### src/rtl/sm83_pkg.sv
// Shared SM83 register-file types: register ids, step codes and reset constants.
package sm83_pkg;

  typedef logic [7:0]  reg8_t;
  typedef logic [15:0] reg16_t;

  typedef enum logic [3:0] {
    REG_B  = 4'd0,
    REG_C  = 4'd1,
    REG_D  = 4'd2,
    REG_E  = 4'd3,
    REG_H  = 4'd4,
    REG_L  = 4'd5,
    REG_A  = 4'd6,
    REG_F  = 4'd7,
    REG_BC = 4'd8,
    REG_DE = 4'd9,
    REG_HL = 4'd10,
    REG_AF = 4'd11,
    REG_SP = 4'd12,
    REG_PC = 4'd13
  } reg_id_t;

  // Code 2'b11 is not named and behaves as STEP_NONE wherever it is decoded.
  typedef enum logic [1:0] {
    STEP_NONE = 2'b00,
    STEP_INC  = 2'b01,
    STEP_DEC  = 2'b10
  } step_t;

  localparam reg16_t BC_RST     = 16'h0013;
  localparam reg16_t DE_RST     = 16'h00D8;
  localparam reg16_t HL_RST     = 16'h014D;
  localparam reg16_t PC_RST_DEF = 16'h0100;
  localparam reg16_t SP_RST_DEF = 16'hFFFE;
  localparam reg16_t AF_RST_DEF = 16'h01B0;

endpackage

### src/rtl/sm83_step16.sv
// 16-bit increment / decrement / hold, wrapping modulo 2^16.
module sm83_step16
  import sm83_pkg::*;
(
  input  logic [15:0] value,
  input  step_t       step,
  output logic [15:0] result
);

  always_comb begin
    case (step)
      STEP_INC: result = value + 16'd1;
      STEP_DEC: result = value - 16'd1;
      default:  result = value;
    endcase
  end

endmodule

### src/rtl/sm83_regfile.sv
// SM83 register file: combinational multi-port reads, one explicit write,
// HL/SP steppers, PC increment and a masked flag update all in one cycle.
module sm83_regfile
  import sm83_pkg::*;
#(
  parameter int          NUM_RD_PORTS = 2,
  parameter logic [15:0] PC_RST       = PC_RST_DEF,
  parameter logic [15:0] SP_RST       = SP_RST_DEF,
  parameter logic [15:0] AF_RST       = AF_RST_DEF
) (
  input  logic                          clk,
  input  logic                          rst_n,
  input  logic [NUM_RD_PORTS-1:0][3:0]  rd_sel,
  output logic [NUM_RD_PORTS-1:0][15:0] rd_data,
  input  logic                          wr_en,
  input  logic [3:0]                    wr_sel,
  input  logic [15:0]                   wr_data,
  input  logic [1:0]                    hl_step,
  input  logic [1:0]                    sp_step,
  input  logic                          pc_inc,
  input  logic [3:0]                    flag_we,
  input  logic [3:0]                    flag_in,
  output logic [3:0]                    flags,
  output logic                          err_illegal
);

  // F is held as its upper nibble only; the low nibble is constant zero.
  reg8_t       a, b, c, d, e, h, l;
  logic [3:0]  f;
  reg16_t      sp, pc;
  logic        err;

  reg8_t       a_n, b_n, c_n, d_n, e_n, h_n, l_n;
  logic [3:0]  f_n;
  reg16_t      sp_n, pc_n;
  logic        err_n;

  reg_id_t     wr_id;
  logic        hl_wr, sp_wr, pc_wr;
  step_t       hl_step_eff, sp_step_eff;
  reg16_t      hl_stepped, sp_stepped;

  assign wr_id = reg_id_t'(wr_sel);
  assign hl_wr = wr_en && (wr_id == REG_H || wr_id == REG_L || wr_id == REG_HL);
  assign sp_wr = wr_en && (wr_id == REG_SP);
  assign pc_wr = wr_en && (wr_id == REG_PC);

  assign hl_step_eff = hl_wr ? STEP_NONE : step_t'(hl_step);
  assign sp_step_eff = sp_wr ? STEP_NONE : step_t'(sp_step);

  sm83_step16 u_hl_step (
    .value  ({h, l}),
    .step   (hl_step_eff),
    .result (hl_stepped)
  );

  sm83_step16 u_sp_step (
    .value  (sp),
    .step   (sp_step_eff),
    .result (sp_stepped)
  );

  // Background updates first, then the explicit write overrides its target.
  always_comb begin
    a_n   = a;
    b_n   = b;
    c_n   = c;
    d_n   = d;
    e_n   = e;
    h_n   = hl_stepped[15:8];
    l_n   = hl_stepped[7:0];
    sp_n  = sp_stepped;
    pc_n  = (pc_inc && !pc_wr) ? pc + 16'd1 : pc;
    err_n = err;
    for (int i = 0; i < 4; i++) begin
      f_n[i] = flag_we[i] ? flag_in[i] : f[i];
    end
    if (wr_en) begin
      case (wr_id)
        REG_B:  b_n = wr_data[7:0];
        REG_C:  c_n = wr_data[7:0];
        REG_D:  d_n = wr_data[7:0];
        REG_E:  e_n = wr_data[7:0];
        REG_H:  h_n = wr_data[7:0];
        REG_L:  l_n = wr_data[7:0];
        REG_A:  a_n = wr_data[7:0];
        REG_F:  f_n = wr_data[7:4];
        REG_BC: {b_n, c_n} = wr_data;
        REG_DE: {d_n, e_n} = wr_data;
        REG_HL: {h_n, l_n} = wr_data;
        REG_AF: begin
          a_n = wr_data[15:8];
          f_n = wr_data[7:4];
        end
        REG_SP: sp_n = wr_data;
        REG_PC: pc_n = wr_data;
        default: err_n = 1'b1;
      endcase
    end
  end

  always_ff @(posedge clk) begin
    if (!rst_n) begin
      a   <= AF_RST[15:8];
      f   <= AF_RST[7:4];
      {b, c} <= BC_RST;
      {d, e} <= DE_RST;
      {h, l} <= HL_RST;
      sp  <= SP_RST;
      pc  <= PC_RST;
      err <= 1'b0;
    end else begin
      a   <= a_n;
      f   <= f_n;
      b   <= b_n;
      c   <= c_n;
      d   <= d_n;
      e   <= e_n;
      h   <= h_n;
      l   <= l_n;
      sp  <= sp_n;
      pc  <= pc_n;
      err <= err_n;
    end
  end

  always_comb begin
    for (int p = 0; p < NUM_RD_PORTS; p++) begin
      case (reg_id_t'(rd_sel[p]))
        REG_B:   rd_data[p] = {8'h00, b};
        REG_C:   rd_data[p] = {8'h00, c};
        REG_D:   rd_data[p] = {8'h00, d};
        REG_E:   rd_data[p] = {8'h00, e};
        REG_H:   rd_data[p] = {8'h00, h};
        REG_L:   rd_data[p] = {8'h00, l};
        REG_A:   rd_data[p] = {8'h00, a};
        REG_F:   rd_data[p] = {8'h00, f, 4'h0};
        REG_BC:  rd_data[p] = {b, c};
        REG_DE:  rd_data[p] = {d, e};
        REG_HL:  rd_data[p] = {h, l};
        REG_AF:  rd_data[p] = {a, f, 4'h0};
        REG_SP:  rd_data[p] = sp;
        REG_PC:  rd_data[p] = pc;
        default: rd_data[p] = 16'h0000;
      endcase
    end
  end

  assign flags       = f;
  assign err_illegal = err;

endmodule

### config.mk
export PLATFORM = sky130hd
export DESIGN_NAME = sm83_regfile
export DESIGN_NICKNAME = d
export VERILOG_FILES = /design/src/rtl/sm83_pkg.sv /design/src/rtl/sm83_step16.sv /design/src/rtl/sm83_regfile.sv
export SDC_FILE = /design/constraint.sdc
export NUM_CORES = 1
export LEC_CHECK = 0
export CAP_MARGIN = 20
export CELL_PAD_IN_SITES_DETAIL_PLACEMENT = 2
export CELL_PAD_IN_SITES_GLOBAL_PLACEMENT = 2
export CORE_ASPECT_RATIO = 1.2
export CORE_MARGIN = 1.5
export CORE_UTILIZATION = 36
export CTS_CLUSTER_DIAMETER = 200
export DETAILED_ROUTE_END_ITERATION = 12
export PLACE_DENSITY = 0.81
export SETUP_SLACK_MARGIN = 0.15
export SYNTH_ARGS = -nofsm -noshare
export SYNTH_HDL_FRONTEND = slang
export SYNTH_SLANG_ARGS = --single-unit
### constraint.sdc
create_clock -name clk -period 8.1 [get_ports clk]
set_input_delay 0.81 -clock clk [delete_from_list [all_inputs] [get_ports clk]]
set_output_delay 0.81 -clock clk [all_outputs]
set_load 0.03 [all_outputs]
* Word-level counts from Yosys, hierarchy flattened
Index checks and enable logic that the tools add are counted.
** Cells by class
- Reductions and logical operators :: 24
- Magnitude comparators :: 0
- Divide/modulo/power cells :: 0
- Multipliers :: 0
- Shift-type cells :: 0
- Bitwise logic cells :: 1
- Equality and inequality tests :: 43
- $add $sub $neg :: 5
- Multiplexer cells :: 24
** Operators with widths (count)
- one-hot mux 16 bit (14 select lines) :: 2
- two-way mux 16 bit :: 5
- == test 4 bit (second input constant) :: 18
- one-hot mux 16 bit (2 select lines) :: 2
- one-hot mux 8 bit (2 select lines) :: 4
- adder 16 x 1 -> 16 bit (second input constant) :: 3
- == test 4 x 3 -> 1 bit (second input constant) :: 12
- subtractor 16 x 1 -> 16 bit (second input constant) :: 2
- == test 4 x 2 -> 1 bit (second input constant) :: 6
- two-way mux 8 bit :: 3
- OR reduction 14 bit :: 1
- == test 4 x 1 -> 1 bit (second input constant) :: 3
- zero test 4 bit :: 3
- AND reduction 2 bit :: 6
- two-way mux 4 bit :: 2
- OR reduction 2 bit :: 4
- nonzero test 2 bit :: 3
- == test 2 x 1 -> 1 bit (second input constant) :: 2
- == test 2 bit (second input constant) :: 2
- logical AND 1 bit :: 4
- two-way mux 1 bit :: 4
- two-way mux 2 bit :: 2
- logical OR 1 bit :: 2
- zero test 1 bit :: 1
- inverter 1 bit :: 1
** Storage, ports and cells
- Register bits :: 93
- Output and inout bits :: 37
- Bits in latches :: 0
- ROM bits :: 0
- Bits of input ports :: 44
- Logic and storage cells :: 108
- Memories :: 0
- RAM bits :: 0

* Logic depth before layout (Yosys ltp)
- Depth after elaboration :: 9
- Mapped depth :: 18
- Depth with buffers taken out :: 14

* By module
Synthesis repeated with hierarchy kept, for this count alone.
** Unflattened totals
- Cell total of the unflattened synthesis :: 1189
- Area, all modules :: 9161.3 sq um
** By module, submodules not included
- sm83_regfile :: seq. area each 1861.8 sq um, cells each 821, times used 1, area an instance 6731.5 sq um
- sm83_step16 :: seq. area each 0.0 sq um, cells each 184, times used 2, area an instance 1214.9 sq um

* Worst setup path before layout
No wires, ideal clock.
- Kind :: input -> register
- Start point :: in wr_sel[2]
- End point :: reg h[4]
- Cell stages on the path :: 18
- Buffers on the path :: 4
- Slack :: 3.920 ns
- Library setup time :: 0.124 ns
- Data arrival time :: 4.055 ns
- Path through :: buf_2 -> nand2b_1 -> nor3b_2 -> o21ai_0 -> and2_1 -> ha_1 -> buf_2 -> buf_2 -> buf_2 -> xor2_1 -> ha_1 -> nor3b_1 -> o21ai_1 -> a21oi_1 -> nor3b_1 -> o21ai_1 -> xor2_1 -> o22ai_1
** On the way
- Cells in the longest elaborated chain, start to end :: 9
** Ends and longest elaborated chain
- start, declared :: line sm83_regfile.sv:16 : input logic [3:0] wr_sel,
- == test 4 x 3 -> 1 bit (on tied branches) :: line sm83_regfile.sv:44, sm83_regfile.sv:79
- logical OR 1 bit (2 in a row) :: line sm83_regfile.sv:44 : assign hl_wr = wr_en && (wr_id == REG_H || wr_id == REG_L || wr_id == REG_HL);
- logical AND 1 bit :: line sm83_regfile.sv:44
- two-way mux 2 bit :: line sm83_regfile.sv:48 : assign hl_step_eff = hl_wr ? STEP_NONE : step_t'(hl_step);
- == test 2 bit / == test 2 x 1 -> 1 bit (equally long branches) :: line sm83_step16.sv:11 : case (step)
- one-hot mux 16 bit (2 select lines) :: line sm83_step16.sv:11
- one-hot mux 8 bit (2 select lines) :: line sm83_regfile.sv:79 : case (wr_id)
- two-way mux 8 bit * :: line sm83_regfile.sv:78 : if (wr_en) begin
- end signal, assigned :: line sm83_regfile.sv:119 : h <= h_n;
- end, declared :: line sm83_regfile.sv:28 : reg8_t a, b, c, d, e, h, l;
Every way passes the cells marked *; elsewhere a longest branch is shown, timed or not.
A chain may end at the register's enable or synchronous reset.

* Final worst setup path
- Start point :: in wr_sel[3]
- End point :: reg h[3]
The elaborated chain is that of the path after synthesis.

==> results by group <==
Run status
  – Outcome: complete, no violations

Timing
  – Peak Freq: 0.190 GHz
  – Tcrit/Tclk final: 65.0%
  – Final WS setup: 2830 ps
  – Final min period: 5270 ps
  – Worst rel slew slack: 29.1%
  – Final Hold Viols: 0
  – Endpoints failing setup: 0
  – Worst hold slack: 507 ps
  – RSZ-0062 raised after global routing: false
  – Final Slew Violations: 0
  – Setup TNS: 0 ps
  – Fin Clk Skew: 9.40 ps
  – Worst-margin pin slew: 1060 ps

Global routing
  – Top Usage Layer GRT: met2
  – Met3 usage: 4.45%
  – Largest net degree at the start of global routing: 57
  – First-pass GRT wire length: 62200 um
  – Vias in the first global route: 10156
  – GR Layer Usage met1: 40.2%
  – Grt ovf: 0
  – GRT met2 Usage: 58.2%
  – Total track usage: 33.8%
  – Initial antenna violation count: 0

Synth
  – Avg Inst Size Synth: 7.45 um^2
  – Post-synth top area share: 21.9%
  – Register area share after synthesis: 21.9%
  – Largest cells by area after synthesis: dfxtp_1 (22%), mux2i_1 (8.5%), nor2_1 (6.1%), nand2_1 (4.7%), o21ai_0 (3.6%)
  – FFs w/ async S/R, synth: 0%
  – EDFF count, synth: 0
  – Synth Warn #: 0
  – Cell area after synthesis: 8520 um^2
  – Library cells used by synthesis: 90
  – List of most frequent post-synthesis cells: nor2_1 (138), nand2_1 (107), dfxtp_1 (93)
  – Largest area contributor in the netlist: dfxtp_1
  – Syn Nets: 1207
  – Post-synth top flop: dfxtp_1
  – Yosys reg bits: 93
  – Top-count cell post-synth: nor2_1
  – Syn Inst Count: 1143

Power
  – Power Density: 180 nW/um^2
  – Leak: 0.00339 uW
  – Peak supply drop: 81.0 uV

Routing
  – Wirelength per Cell: 28.3 um
  – Initial drt markers: 774
  – Total number of vias: 9671
  – DRT Pass-1 Iters: 5
  – Routed Antenna Nets: 0
  – DRC Markers: 0
  – Avg Vias per Cell: 6.59
  – WL final: 41500 um

Floorplan
  – Initial core utilization: 36.7%
  – Die area: 24600 um^2
  – Cell Rows: 61
  – Die H: 172 um
  – I/O pin cnt: 81
  – Die X-Extent: 143 um
  – Core Box Area: 23200 um^2

Placement
  – Gpl congestion: 0.911
  – Port Buffers: 80
  – Hpwl dp: 29900 um
  – Placement Setup Slack: 2600 ps

Clock tree
  – Clock root buffer master: clkbuf_16
  – # resized after CTS: 0
  – CTS sink count: 93
  – CTS Buf Count: 9
  – Clock Latency Late Sink: 370 ps
  – Clock Path Buffers: 2
  – Hold buffers post-CTS: 0
  – Clock-pin slew on the worst setup and hold paths: 90 ps
  – CTS tree: built
  – Post-CTS Setup Inserts: 0
  – H-tree levels: 3

Run
  – Max-cap violations: 0

Worst hold path
  – Worst hold path class: register to register
  – Worst Hold Depth: 2

Worst setup path
  – Critical path class: input pin to register
  – Reg2reg path depth: 8
  – Crit path launch type: input pin
  – Critical-path maximum fanout: 24
  – Critical Path End Type: register
  – Worst path arrival time: 5560 ps
  – Req. time, crit path: 8400 ps

Finish
  – Area Growth Syn to Fin: 13.6%
  – Antenna diode count: 0
  – Share of cells above drive strength 1: 6.85%
  – Post-layout util: 41.7%
  – Final net count: 1212
## report_power, final
part           total (uW)  switching [uW]  internal (uW)  leakage [uW]
registers             625             127            499      0.000761
clock network         458             238            220      0.000144
logic                 659             391            268       0.00249
total                1740             756            986       0.00339
## through the flow
| stage | area [um^2] | power [uW] | instances |
|---|---|---|---|
| after detailed placement | 9370 | 1280 | 1451 |
| after global routing | 9680 | 1820 | 1468 |
| after global placement | 9370 | 1250 | 1451 |
| after CTS | 9670 | 1740 | 1467 |
| final | 9680 | 1740 | 1468 |
| after floorplan | 8520 | 1030 | 1143 |
## routing by layer
metal | up-vias | share of wire, %
met4 | 0 | 5.8
met3 | 130 | 5.4
met1 | 4887 | 41
met5 | - | 0
met2 | 394 | 48
li1 | 4260 | -
## worst paths after layout
check | to | from | slack (ps)
min reg2reg | err_illegal$_SDFFE_PN0P_ | err_illegal$_SDFFE_PN0P_ | 510
max reg2reg | sp[15]$_SDFF_PN1_ | sp[10]$_SDFF_PN1_ | 5420
min | err_illegal$_SDFFE_PN0P_ | err_illegal$_SDFFE_PN0P_ | 510
max | h[3]$_SDFF_PN0_ | wr_sel[3] | 2830
## registers in the layout (all words and copies together), names as in the netlist
| register | cells |
|---|---|
| pc | 16 |
| sp | 16 |
| a | 8 |
| b | 8 |
| c | 8 |
| d | 8 |
| e | 8 |
| h | 8 |
| l | 8 |
| flags | 4 |
| err_illegal | 1 |
## cells by family (layout without fill, tap and decap cells)
logic type / Yosys count / after routing / synth area share, %
AOI/OAI and AO/OA: 345 / 345 / 28.3
xor gates and xnor gates: 44 / 44 / 4.52
adders and majority gates: 20 / 20 / 3.03
buffers and inverters: 119 / 129 / 6.15
DFF: 93 / 93 / 21.9
muxes: 91 / 91 / 11.2
and+or+nand+nor: 431 / 431 / 24.9
## critical path, stage by stage
cell,delay [ps]
clkdlybuf4s50_1,720
nand2b_1,200
nor3b_2,530
o21ai_0,350
nand2_1,180
ha_1,590
buf_4,390
inv_2,200
nor3_1,480
o22ai_1,190
o21ai_2,240
xnor2_1,120
or4_1,420
o211ai_1,110
## layout by cell type, fill, tap and decap left out, types with 14 or more instances in the layout
master,Yosys,layout
nor2_1,138,138
nand2_1,107,107
dfxtp_1,93,93
clkdlybuf4s50_1,0,79
mux2i_1,72,72
o21ai_0,62,62
a21oi_1,52,52
a211oi_1,41,41
nand3_1,40,40
a22oi_1,36,36
xnor2_1,27,27
nor3_1,20,20
and2_1,19,19
o211ai_1,19,19
ha_1,19,19
nand2b_1,18,18
nor2b_1,18,18
xor2_1,17,17
mux2_2,17,17
buf_4,4,17
a31oi_1,15,15
inv_1,15,14
a22o_1,14,14
a221oi_1,14,14
## area by class of cell
| type | count | area, um^2 |
|---|---|---|
| fillers | 2751 | 13500 |
| multi-input cells | 931 | 6140 |
| flip-flops and latches | 93 | 1860 |
| repair buffers | 97 | 923 |
| well taps | 315 | 394 |
| clock buffers | 9 | 225 |
| clock inverters | 7 | 77.6 |
| inverters | 16 | 60.1 |
No activity file was read; power rests on OpenSTA's default activity.
